### src/rtl/pc_pkg.sv
// Shared definitions for the fetch-stage program counter: address width,
// reset vector, sequential increment and the redirect-target helpers.
package pc_pkg;

    localparam int unsigned XLEN = 64;

    typedef logic [XLEN-1:0] addr_t;

    localparam addr_t RESET_VECTOR = 64'h0000_0000_0000_0000;
    localparam addr_t INSN_BYTES   = 64'h0000_0000_0000_0004;

    // Clears the two low bits of a redirect target.
    localparam addr_t ALIGN_MASK   = {{(XLEN-2){1'b1}}, 2'b00};

    // Redirect targets are loaded word-aligned: low two bits forced to zero.
    function automatic addr_t align_target(input addr_t target);
        return target & ALIGN_MASK;
    endfunction

    // True when a redirect target is not word-aligned.
    function automatic logic is_misaligned(input addr_t target);
        return ((target & ~ALIGN_MASK) != {XLEN{1'b0}});
    endfunction

endpackage

### src/rtl/pc_plus_4.sv
// Sequential-address adder: next_pc = pc + INSN_BYTES, modulo 2^XLEN.
// Purely combinational; the carry out of the top bit is dropped, so
// 0xFFFF_FFFF_FFFF_FFFC wraps to 0.
module pc_plus_4
    import pc_pkg::*;
(
    input  logic [XLEN-1:0] pc,
    output logic [XLEN-1:0] next_pc
);

    // Fixed-increment add; the result is truncated to XLEN bits.
    always_comb begin
        next_pc = pc + INSN_BYTES;
    end

endmodule

### src/rtl/program_counter_unit.sv
// Fetch-stage program counter: holds the current instruction address,
// exposes pc+4, and on each enabled clock loads either the sequential
// address or a word-aligned redirect target. Reset is asynchronous and
// active-low and forces RESET_VECTOR immediately.
module program_counter_unit
    import pc_pkg::*;
(
    input  logic            clk,
    input  logic            rst,
    input  logic            pc_en,
    input  logic            pc_src,
    input  logic [XLEN-1:0] branch_target,
    output logic [XLEN-1:0] pc,
    output logic [XLEN-1:0] pc_plus_4,
    output logic            target_misalign
);

    addr_t pc_q;
    addr_t pc_d;
    addr_t seq_pc_s;
    logic  misalign_s;

    // The adder is shared: it drives both the pc_plus_4 output and the
    // sequential leg of the next-PC mux.
    pc_plus_4 u_pc_plus_4 (
        .pc      (pc_q),
        .next_pc (seq_pc_s)
    );

    // Next-PC selection: a stall holds even when a redirect is requested.
    always_comb begin
        pc_d = pc_q;
        if (pc_en) begin
            if (pc_src) begin
                pc_d = align_target(branch_target);
            end else begin
                pc_d = seq_pc_s;
            end
        end else begin
            pc_d = pc_q;
        end
    end

    // Misalignment flag is informational only and never gates the load.
    always_comb begin
        misalign_s = 1'b0;
        if (pc_src) begin
            misalign_s = is_misaligned(branch_target);
        end else begin
            misalign_s = 1'b0;
        end
    end

    // PC register; reset assertion discards any update in flight.
    always_ff @(posedge clk or negedge rst) begin
        if (!rst) begin
            pc_q <= RESET_VECTOR;
        end else begin
            pc_q <= pc_d;
        end
    end

    assign pc              = pc_q;
    assign pc_plus_4       = seq_pc_s;
    assign target_misalign = misalign_s;

endmodule

### config.mk
export PLATFORM = sky130hd
export DESIGN_NAME = program_counter_unit
export DESIGN_NICKNAME = d
export VERILOG_FILES = /design/src/rtl/pc_pkg.sv /design/src/rtl/pc_plus_4.sv /design/src/rtl/program_counter_unit.sv
export SDC_FILE = /design/constraint.sdc
export NUM_CORES = 1
export LEC_CHECK = 0
export BUFFER_PORTS_ARGS = -buffer_cell sky130_fd_sc_hd__clkbuf_2
export CORE_UTILIZATION = 50
export DETAILED_ROUTE_END_ITERATION = 7
export GPL_TIMING_DRIVEN = 0
export PLACE_DENSITY = 0.84
export SLEW_MARGIN = 20
export SYNTH_ARGS = -nofsm -noshare
export SYNTH_HDL_FRONTEND = slang
export SYNTH_SLANG_ARGS = --single-unit
### constraint.sdc
create_clock -name clk -period 2.5 [get_ports clk]
set_input_delay 0.125 -clock clk [delete_from_list [all_inputs] [get_ports clk]]
set_output_delay 0.125 -clock clk [all_outputs]
set_load 0.03 [all_outputs]
; Word level (Yosys, flattened, before mapping)
; Cells that the tools add are included.
[totals]
regBits = 64
out_inout_bits = 129
wordCells = 5
[classes]
add_sub_neg = 1
muxes = 2
n_reduce_logical = 1
[ops]
columns = operator, n
row1 = 64-bit by 3-bit adder with 64-bit output (second input constant), 1
row2 = 64-bit two-way mux, 1
row3 = 64-bit nonzero test, 1
row4 = 1-bit two-way mux, 1

; Longest topological paths before layout
; Gate-level depths: netlist of run 1.
[depth]
word_depth = 2
depth_mapped = 8

; Hierarchy
; From an unflattened synthesis of run 1, not the netlist that was laid out.
[unflattened]
hier_cells = 483
hier_area_um2 = 4304.1
[modules_own_cells]
columns = mod, instances, cells_per_inst, area_each_um2, seq_area_each_um2
row1 = program_counter_unit, 1, 278, 2939.1, 1601.5
row2 = pc_plus_4, 1, 205, 1365.1, 0.0

; Least setup slack after synthesis of run 1
; Ideal clock, no wire load.
[synth_path]
kind = flip-flop to output port
from = register pc_q[2], in the netlist pc[2]
to = output port pc_plus_4[46]
arrival_time_ns = 2.686
slack_ns = -0.311
path_stages_with_launch = 8
path_buffers = 1
cell_sequence = dfrtp_1 > ha_1 > and3_1 > clkbuf_1 > nand4_1 > nor4_1 > nand4_1 > xnor2_1
[synth_between]
elab_chain_cells = 1
[synth_rtl]
columns = item, line
row1 = start: declaration, program_counter_unit.sv:18  ; addr_t pc_q;
row2 = start signal: assignment, program_counter_unit.sv:59  ; pc_q <= pc_d;
row3 = 64-bit by 3-bit adder with 64-bit output, pc_plus_4.sv:13  ; next_pc = pc + INSN_BYTES;
row4 = end: declaration, program_counter_unit.sv:14  ; output logic [XLEN-1:0] pc_plus_4,
; Every way passes these cells.

; Worst setup path after layout of run 1
[layout_path]
from = register pc_q[2], in the netlist pc[2]
to = output port pc_plus_4[39]
; The elaborated chain is that of the path after synthesis.

==> results of run 1 <==
## per-layer routing
| metal | global-route usage, % | vias up |
|---|---|---|
| met5 | 0 | - |
| met4 | 25.4 | 2 |
| met1 | 52.3 | 3561 |
| li1 | - | 3138 |
| met2 | 62.5 | 891 |
| met3 | 9.46 | 295 |
## layout by cell type, fill, tap and decap left out, drive strengths merged, types with 5 or more instances in the layout
cell type,Yosys,layout
clkbuf,59,211
buf,21,150
nand2,68,68
dfrtp,62,62
nor2,59,59
nand3,44,44
nand4,43,43
xnor2,37,37
o21ai,30,30
nor4,27,27
a21oi,23,23
a22oi,23,23
xor2,23,23
nor3,19,19
inv,17,18
mux2i,17,17
nor2b,16,16
or4,10,10
o2bb2ai,9,9
and4,9,9
dlygate4sd3,0,7
and3,6,6
or2,6,6
a22o,5,5
## worst max-delay path: cells and delay by family (launching register included)
kind / cells / cell delay, ns
simple gates: 3 / 0.95
buf+inv: 3 / 0.59
flops: 1 / 0.41
xor+xnor: 1 / 0.24
## cells in the mapped netlist, types with 3 or more instances
cell	n	share of area [%]
a22oi_1	23	3.2
o21ai_0	30	2.8
o31ai_1	4	0.56
or3_1	4	0.47
and3_1	6	0.70
mux2i_1	17	3.2
clkbuf_1	57	4.0
o211ai_1	4	0.56
buf_2	10	0.94
buf_4	4	0.56
a222oi_1	4	0.75
nor4_1	26	3.0
or2_2	5	0.58
xor2_1	23	3.8
dfrtp_1	62	29
nand2_1	68	4.8
a22o_1	5	0.82
a41o_1	3	0.56
nor4b_1	4	0.65
xnor2_1	37	6.1
or4_4	3	0.63
nand4_1	41	4.8
buf_1	7	0.49
nor2b_1	16	1.9
a21o_1	4	0.56
a221oi_1	4	0.65
nand3_1	44	4.1
mux2_2	3	0.63
nor3_1	19	1.8
or4_1	7	0.98
nor2_1	59	4.1
and4_1	9	1.5
a21oi_1	23	2.2
o2bb2ai_1	9	1.5
inv_1	17	1.2
## worst max path at each step
stage | to | slack (ns) | cells past startpoint
6_report | pc_plus_4[39] | -0.17 | 7
5_1_grt | pc_plus_4[63] | -0.19 | 7
4_1_cts | pc_plus_4[63] | -0.07 | 8
3_5_place_dp | pc_plus_4[51] | -0.47 | 7
3_3_place_gp | pc_plus_4[53] | -0.45 | 7
2_1_floorplan | pc_plus_4[49] | -0.09 | 6
## layout make-up
class,instances,area (µm²),area share (%)
Multi-Input combinational cell,542,4070,48.0
Timing Repair Buffer,315,2070,24.4
Sequential cell,62,1610,19.0
Buffer,45,264,3.12
Tap cell,136,170,2.01
Clock buffer,9,124,1.46
Clock inverter,7,97.6,1.15
Inverter,17,63.8,0.753
## timing repair
action                                  4_1_cts  5_1_grt
buffers inserted                             65       50
hold buffers                                  7        0
cloned                                        0        1
endpoints found under the hold margin        37        0
gates resized for setup                     121       96
pin swaps                                    32       36
endpoints found under the setup margin       74       45
## report_power, final
part / internal (mW) / total (mW) / switching [mW]
registers: 1.16 / 1.45 / 0.291
logic: 0.836 / 2.27 / 1.43
clock network: 0.565 / 1.05 / 0.485
total: 2.56 / 4.77 / 2.21
## kinds of logic (layout without fill, tap and decap cells)
| kind of cell | after synthesis | after routing | share of synthesized area (%) |
|---|---|---|---|
| AND/OR/NAND/NOR | 324 | 324 | 32.4 |
| AO/OA/AOI/OAI | 133 | 133 | 17.3 |
| buffers and inverters | 97 | 393 | 7.37 |
| flip-flops | 62 | 62 | 29.0 |
| XOR/XNOR | 60 | 60 | 9.82 |
| multiplexers | 20 | 20 | 3.81 |
| adder cells (fa/ha/maj) | 1 | 1 | 0.234 |
| other | 1 | 4 | 0.0701 |
==> results by group, run 1 <==
Detailed routing
  – Drt wl/cell: 23.1 µm
  – Via count: 7887
  – First DRT Iteration DRCs: 1450
  – Metal3 WL: 3960 µm
  – DRT antenna net count: 0
  – Drt first pass iters: 8
  – Met1 WL: 8690 µm
  – # DRC: 1
  – Via density: 6.96
  – Met2 WL post-DR: 11100 µm
  – Highest metal used: met5
  – DRT Wirelength: 26200 µm

Clock network
  – Skew-Pair Late Insertion Delay: 0.37 ns
  – CTS clk-pin slew, worst paths: 0.08 ns
  – CTS tree: built
  – Sink Count: 62
  – Clock Tree Root: clkbuf_8
  – Clock buffer depth: 2
  – H-tree Lvls: 3
  – CTS buffer count: 9

Worst setup path
  – Cell mode on critical path: buf_4
  – Slowest cell on crit path: or4_4
  – RR Startpoint: pc[8]
  – Type of the worst setup path: flop to output pin
  – FF-to-FF End: pc[42]
  – Worst r2r path cells: 7
  – Crit end category: output pin
  – Reg2Reg Setup Slack: -0.14 ns
  – Crit-path max cell delay: 0.45 ns
  – CP Max Fanout: 5
  – Crit path launch type: flop
  – Critical path data required time: 2.38 ns
  – Critical path data arrival time: 2.55 ns
  – CP startpoint: pc[2]
  – Cell chain of the critical path: nand4_1, buf_4, or4_4, buf_4, nor4_4, xor2_1, buf_4

Finish
  – Filler Cell Count: 619
  – Max reg flops: 62
  – Layout cells sized above 1: 48.0%
  – Nets: 1061
  – ANT cells: 0
  – Design Area, Final: 8470 µm²
  – Post-layout util: 81.7%
  – Area growth syn-to-layout: 58.4%
  – Non-filler cells, final: 1133

Logic synthesis
  – Flops & latches, synth: 62
  – Synth Cell Area: 5350 µm²
  – Count of warnings emitted by yosys: 0
  – Distinct cells, synth: 61
  – Ys flop type: dfrtp_1
  – Syn Area/Cell: 7.66 µm²
  – Register area share after synthesis: 29.0%
  – Post-synth EDFFs: 0
  – Mapped Cells: 698
  – Synth async-reset ratio: 100%

STA
  – Slew Limit Fails: 0
  – Worst Setup Slack, final: -0.172 ns
  – RSZ-0062 raised after global routing: true
  – Final Hold Fails: 4
  – Slew HR: 26.0%
  – # setup viols final: 23
  – Layout Skew: 0.0175 ns
  – Fin Hold WS: -0.00675 ns
  – Max Freq: 374 MHz
  – Worst Tran Pin Value: 1.10 ns
  – Tmin final: 2.67 ns
  – Final period util: 107%
  – Setup TNS: -1.87 ns

Floorplan
  – Die Span X: 105 µm
  – Initial Util: 51.6%
  – Num ports: 197
  – FP Rows: 37
  – Die Y: 105 µm
  – Die Area: 11100 µm²
  – Core Area: 10400 µm²

Global route
  – Grt ovf: 0
  – Global-route wire length before repair: 35300 µm
  – Total GRT Usage: 40.9%
  – Initial antenna violation count: 0
  – Largest net degree at the start of global routing: 33
  – Vias in the first global route: 6816

Status
  – Status: finished with violations
  – Failing checks: design-rule violations, negative hold slack, negative setup slack

Placement
  – DP HPWL: 15200 µm
  – Final RePlAce weighted congestion: 0.975
  – Placed Cells: 1029
  – Area of placed instances: 6740 µm²
  – Post-Place Setup Slack: -0.472 ns
  – IO buf count: 191

Flow run
  – Max_cap viols: 0

Power
  – VDD IR max: 361 µV
  – LEAKAGE: 3.85 nW
  – PD cells: 563 nW/µm²
  – Tot Pwr: 4.77 mW

Hold path
  – Min-Delay Startpoint: branch_target[50]
  – Hold Path End: pc[50]
  – Cells on Worst Hold Path: 3
  – Worst hold-check path type: primary input to flop
(Power assumes the default switching activity.)
==> inputs of run 2 (changes only) <==
--- a/config.mk
+++ b/config.mk
@@ -6,11 +6,12 @@
 export NUM_CORES = 1
 export LEC_CHECK = 0
 export BUFFER_PORTS_ARGS = -buffer_cell sky130_fd_sc_hd__clkbuf_2
-export CORE_UTILIZATION = 50
+export CORE_UTILIZATION = 48
 export DETAILED_ROUTE_END_ITERATION = 7
 export GPL_TIMING_DRIVEN = 0
-export PLACE_DENSITY = 0.84
+export PLACE_DENSITY = 0.85
 export SLEW_MARGIN = 20
 export SYNTH_ARGS = -nofsm -noshare
 export SYNTH_HDL_FRONTEND = slang
+export SYNTH_HIERARCHICAL = 1
 export SYNTH_SLANG_ARGS = --single-unit
==> run 2 against run 1 <==
The run ends with negative setup slack left. Cell count down 27%. Wire length decreased by 47%. Via count fell by 42%. Highest routed layer is now met4. Largest cell class unchanged. Utilization decreased by 9.3 points. Area after synthesis is 20% lower. Hold slack improved by 0.091 ns. Sequential cell count is 2 higher. Largest power group unchanged. Critical path depth unchanged.
==> results by group, run 2 <==
Power
  – PD cells: 665 nW/µm²
  – LEAKAGE: 2.98 nW
  – VDD IR max: 336 µV
  – Tot Pwr: 4.20 mW

Worst setup path
  – Crit end category: output pin
  – Cell mode on critical path: buf_6
  – Cell chain of the critical path: nand4_4, nor4_4, and4_4, buf_6, nor4b_4, xor2_2, buf_6
  – CP Max Fanout: 5
  – Critical path data arrival time: 2.41 ns
  – Type of the worst setup path: flop to output pin
  – Crit-path max cell delay: 0.43 ns
  – Slowest cell on crit path: dfrtp_2
  – Reg2Reg Setup Slack: 0.26 ns
  – Critical path data required time: 2.38 ns
  – Crit path launch type: flop

Detailed routing
  – First DRT Iteration DRCs: 181
  – DRT Wirelength: 13800 µm
  – Drt first pass iters: 5
  – Via density: 5.59
  – Drt wl/cell: 16.7 µm
  – DRT antenna net count: 0
  – # DRC: 0
  – Via count: 4612

Floorplan
  – Num ports: 197
  – Die Area: 9350 µm²
  – FP Rows: 34
  – Die Y: 96.7 µm
  – Die Span X: 96.7 µm
  – Core Area: 8720 µm²
  – Initial Util: 49.4%

Logic synthesis
  – Most common cell in the netlist: nor2_1
  – Synth async-reset ratio: 100%
  – Synth Cell Area: 4300 µm²
  – Synth area leaders: dfrtp_1, mux2i_1, nor2_1
  – Distinct cells, synth: 32
  – Count of warnings emitted by yosys: 6
  – Mapped Cells: 483
  – Flops & latches, synth: 64
  – Ys flop type: dfrtp_1
  – Synth top cells by count: nor2_1, dfrtp_1, a21oi_1, mux2i_1, xnor2_1
  – Register area share after synthesis: 37.2%
  – Leading area contributor after synthesis: dfrtp_1
  – Syn Area/Cell: 8.91 µm²
  – Post-synth EDFFs: 0
  – Net Count, Synth: 552
  – Share of Yosys cell area claimed by the top area cell type: 37.2%

Clock network
  – CTS clk-pin slew, worst paths: 0.07 ns
  – Skew-Pair Late Insertion Delay: 0.34 ns
  – CTS buffer count: 9
  – Sink Count: 64
  – Clock Tree Root: clkbuf_8
  – H-tree Lvls: 3
  – Clock buffer depth: 2
  – CTS tree: built

Finish
  – Commonest non-fill, non-tap cell in the layout: clkbuf_2
  – Nets: 781
  – Max reg flops: 64
  – Area growth syn-to-layout: 46.7%
  – Layout cells sized above 1: 47.0%
  – Leading cell types in the layout, fill and taps excluded: clkbuf_2, nor2_1, mux2i_1, a21oi_1, dfrtp_1
  – ANT cells: 0

Placement
  – Post-Place Setup Slack: -0.124 ns
  – Final RePlAce weighted congestion: 0.822
  – IO buf count: 194
  – DP HPWL: 9710 µm

STA
  – # setup viols final: 2
  – Tmin final: 2.53 ns
  – Worst Setup Slack, final: -0.0327 ns
  – RSZ-0062 raised after global routing: true
  – Final period util: 101%
  – Max Freq: 395 MHz
  – Final Hold Fails: 0
  – Layout Skew: 0.0104 ns
  – Fin Hold WS: 0.0839 ns
  – Slew Limit Fails: 0
  – Worst Tran Pin Value: 0.462 ns
  – Slew HR: 69.2%

Global route
  – Grt ovf: 0
  – Largest net degree at the start of global routing: 49
  – Total GRT Usage: 28.5%
  – Initial antenna violation count: 0
  – Vias in the first global route: 4396
  – Global-route wire length before repair: 21600 µm

Flow run
  – Max_cap viols: 0

Status
  – Failing checks: negative setup slack
  – Status: finished with violations

Hold path
  – Worst hold-check path type: primary input to flop
run 2: cell count changes after synthesis, sizes merged, moves of 8 or more:
cell,delta
or4,-10
o21ai,-28
clkbuf,-51
nand2,-46
a21oi,+39
nor2b,-15
mux2i,+45
nor3,-8
nor4,-19
nand3,-15
nand4,-21
a22oi,-23
o2bb2ai,-9
nor2,+28
run 2: metal layers:
layer  vias to the layer above  global-route usage (%)  routed length [µm]
met5                         -                       0                   0
met4                         0                    12.2                 393
met3                        37                    3.47                 826
met2                       217                    47.5                7030
met1                      2221                    37.6                5550
li1                       2137                       -                   -
run 2: power breakdown:
group          internal [mW]  switching, mW
combinational          0.613           1.19
sequential              1.19          0.286
clock                  0.513          0.408
run 2: path summary, 6_finish.rpt:
check,start,endpoint,cells after the start
worst max-delay path,pc[8],pc_plus_4[49],7
worst min-delay path,branch_target[31],pc[31],3
worst max register to register,pc[8],pc[49],8
worst min register to register,pc[1],pc[1],2
max in group asynchronous,rst,pc[2],3
min in group asynchronous,rst,pc[27],2
run 2: layout make-up:
cell class / count / area (µm²)
inverters: 10 / 37.5
well taps: 108 / 135
repair buffers: 219 / 1270
multi-input cells: 384 / 2880
clock buffers: 13 / 159
plain buffers: 24 / 160
clock inverters: 3 / 40.0
fillers: 647 / 2410
flip-flops and latches: 64 / 1630
run 2: cell families (layout without fill, tap and decap cells):
logic type / after synthesis / count (layout) / synth area share [%]
fa+ha+maj: 1 / 1 / 0.291
xor+xnor: 60 / 60 / 12.2
simple gates: 196 / 196 / 23.6
flops: 64 / 64 / 37.2
buf+inv: 35 / 269 / 4.68
compound gates: 65 / 65 / 7.62
mux: 62 / 62 / 14.4
run 2: critical path, delay by kind of cell, from the launching register on:
kind	cells	cell delay, ns
and+or+nand+nor	4	1.15
xor gates and xnor gates	1	0.19
DFF	1	0.43
buffers and inverters	2	0.28
run 2: repair_timing:
item / 4_1_cts / 5_1_grt
endpoints found under the setup margin: 59 / 33
setup buffers: 12 / 10
cloned: 0 / 1
hold buffers: 1 / 0
hold endpoints to repair: 16 / 0
pin swaps: 8 / 10
resized for setup: 28 / 100
run 2: through the flow:
step	cell area [µm²]	cells	utilization [%]	TNS, ns
6_report	6310	825	72.4	-0.0395
3_5_place_dp	5650	786	64.7	-2.21
4_1_cts	6040	814	69.3	-0.0159
5_1_grt	6310	825	72.4	-0.540
3_3_place_gp	5620	785	64.4	-0.553
2_1_floorplan	4510	483	-	-0.0183
==> inputs of run 3 (changes only) <==
--- a/config.mk
+++ b/config.mk
@@ -6,10 +6,10 @@
 export NUM_CORES = 1
 export LEC_CHECK = 0
 export BUFFER_PORTS_ARGS = -buffer_cell sky130_fd_sc_hd__clkbuf_2
-export CORE_UTILIZATION = 48
+export CORE_UTILIZATION = 43
 export DETAILED_ROUTE_END_ITERATION = 7
 export GPL_TIMING_DRIVEN = 0
-export PLACE_DENSITY = 0.85
+export PLACE_DENSITY_LB_ADDON = 0.15
 export SLEW_MARGIN = 20
 export SYNTH_ARGS = -nofsm -noshare
 export SYNTH_HDL_FRONTEND = slang
==> constraint.sdc (replaced) <==
create_clock -name clk -period 2.3 [get_ports clk]
set_input_delay 0.115 -clock clk [delete_from_list [all_inputs] [get_ports clk]]
set_output_delay 0.115 -clock clk [all_outputs]
set_load 0.03 [all_outputs]
==> run 3 against run 2 <==
The flow still finishes with violations (negative setup slack). Non-clock buffer count grew 60. Combinational power is 34% higher. Clock power up 3.8%. Power rose by 17%. Clock skew grew 0.0026 ns. Wire length is 9.1% higher. Sequential power up 5%. First-iteration DRC count decreased by 6.1%. Sequential cell count unchanged. Critical path type unchanged.
==> results by group, run 3 (synthesis results as in run 2) <==
Finish
  – Max reg flops: 64
  – Leading cell types in the layout, fill and taps excluded: clkbuf_2, buf_4, nor2_1
  – Nets: 841
  – Commonest non-fill, non-tap cell in the layout: clkbuf_2
  – Post-layout util: 74.6%
  – Layout cells sized above 1: 56.6%
  – Area growth syn-to-layout: 68.7%
  – ANT cells: 0

Power
  – Tot Pwr: 4.91 mW
  – Psw: 2.19 mW
  – Seq pwr share: 31.3%
  – VDD IR max: 445 µV
  – Int Pwr: 2.72 mW
  – PD cells: 676 nW/µm²
  – Combinational power share: 49.2%
  – Sw Ratio: 44.6%
  – Clock share of power: 19.5%
  – LEAKAGE: 3.39 nW

Global route
  – Vias in the first global route: 4492
  – Largest net degree at the start of global routing: 34
  – Initial antenna violation count: 0
  – Grt ovf: 0
  – Total GRT Usage: 27.3%
  – Global-route wire length before repair: 21900 µm

STA
  – Worst Setup Slack, final: -0.0976 ns
  – RSZ-0062 raised after global routing: true
  – Worst Tran Pin Value: 0.556 ns
  – Final period util: 104%
  – Layout Skew: 0.0130 ns
  – Final Hold Fails: 0
  – Slew HR: 62.9%
  – Slew Limit Fails: 0
  – Max Freq: 417 MHz
  – Tmin final: 2.40 ns
  – # setup viols final: 10

Status
  – Status: finished with violations
  – Failing checks: negative setup slack

Worst setup path
  – Critical path data required time: 2.18 ns
  – RR Startpoint: pc[31]
  – Crit end category: output pin
  – CP startpoint: pc[19]
  – Crit path launch type: flop
  – Type of the worst setup path: flop to output pin
  – CP Max Fanout: 6
  – Critical path data arrival time: 2.28 ns

Floorplan
  – Die Span X: 102 µm
  – Die Y: 102 µm
  – Core Area: 9730 µm²
  – FP Rows: 36
  – Die Area: 10400 µm²
  – Initial Util: 44.2%
  – Num ports: 197

Placement
  – DP HPWL: 10200 µm
  – IO buf count: 194
  – Final RePlAce weighted congestion: 0.869

Detailed routing
  – # DRC: 0
  – Drt first pass iters: 4
  – Via density: 5.29
  – Via count: 4817
  – DRT Wirelength: 15100 µm
  – Drt wl/cell: 16.5 µm
  – DRT antenna net count: 0
  – First DRT Iteration DRCs: 170

Clock network
  – CTS tree: built
  – Sink Count: 64
  – Clock buffer depth: 2
  – Clock Tree Root: clkbuf_8
  – H-tree Lvls: 3
  – CTS clk-pin slew, worst paths: 0.08 ns
  – Skew-Pair Late Insertion Delay: 0.34 ns
  – CTS buffer count: 9

Hold path
  – Min-Delay Startpoint: branch_target[26]
  – Worst hold-check path type: primary input to flop

Flow run
  – Max_cap viols: 0
[run 3: path summary, 6_finish.rpt]
check                                end  depth (start not counted)  slack, ns
setup / recovery           pc_plus_4[47]                          7       -0.1
hold / removal                    pc[26]                          3       0.07
setup reg to reg                  pc[50]                          9       0.16
hold reg to reg                    pc[0]                          2       0.53
max in group asynchronous          pc[3]                          3       1.42
min in group asynchronous         pc[26]                          2       0.30
[run 3: repair_timing]
item,in CTS,in global routing
hold buffers,1,0
pin swaps,24,32
gates cloned,1,0
hold endpoints to repair,31,0
buffers inserted,42,39
gates resized for setup,97,107
setup endpoints to repair,62,43
[run 3: power groups by stage]
stage	registers [mW]	clock network (mW)	logic, mW
floorplan	1.86	0	1.00
global placement	1.61	0	1.81
detailed placement	1.62	0	1.84
CTS	1.55	0.967	2.16
global route	1.56	1.01	2.56
finish	1.54	0.956	2.42
[run 3: routing by layer]
layer	wire, µm	GRT usage (%)	up-vias
li1	-	-	2259
met3	804	3.63	30
met4	241	9.45	0
met1	6410	35.0	2336
met2	7600	47.3	192
met5	0	0	-
[run 3: area by class of cell]
| type | instances | area, µm² |
|---|---|---|
| multi-input combinational | 384 | 3180 |
| sequential | 64 | 1660 |
| clock inverter | 6 | 60.1 |
| clock buffer | 10 | 128 |
| inverter | 10 | 37.5 |
| timing repair buffer | 278 | 1860 |
| fill | 694 | 2470 |
| buffer | 25 | 175 |
| tap | 133 | 166 |
[run 3: metrics by stage]
step                      setup TNS (ns)  worst slack (ns)  area [µm²]  hold WS, ns  instances
final                             -0.501           -0.0976        7260       0.0719        910
after global routing               -2.98            -0.199        7260       0.0793        910
after CTS                         -0.534            -0.112        6650       0.0639        871
after detailed placement           -5.59            -0.297        5780        0.131        811
after global placement             -5.06            -0.300        5760        0.418        810
after floorplan                   -0.180           -0.0403        4620       -0.181        483
[run 3: critical path: stages (launching register included)]
cell and delay [ns]:
dfrtp_2 0.42, and4_4 0.27, and3_2 0.23, and4_4 0.27, buf_6 0.13, nor3b_2 0.23, xor2_2 0.18, clkbuf_4 0.21
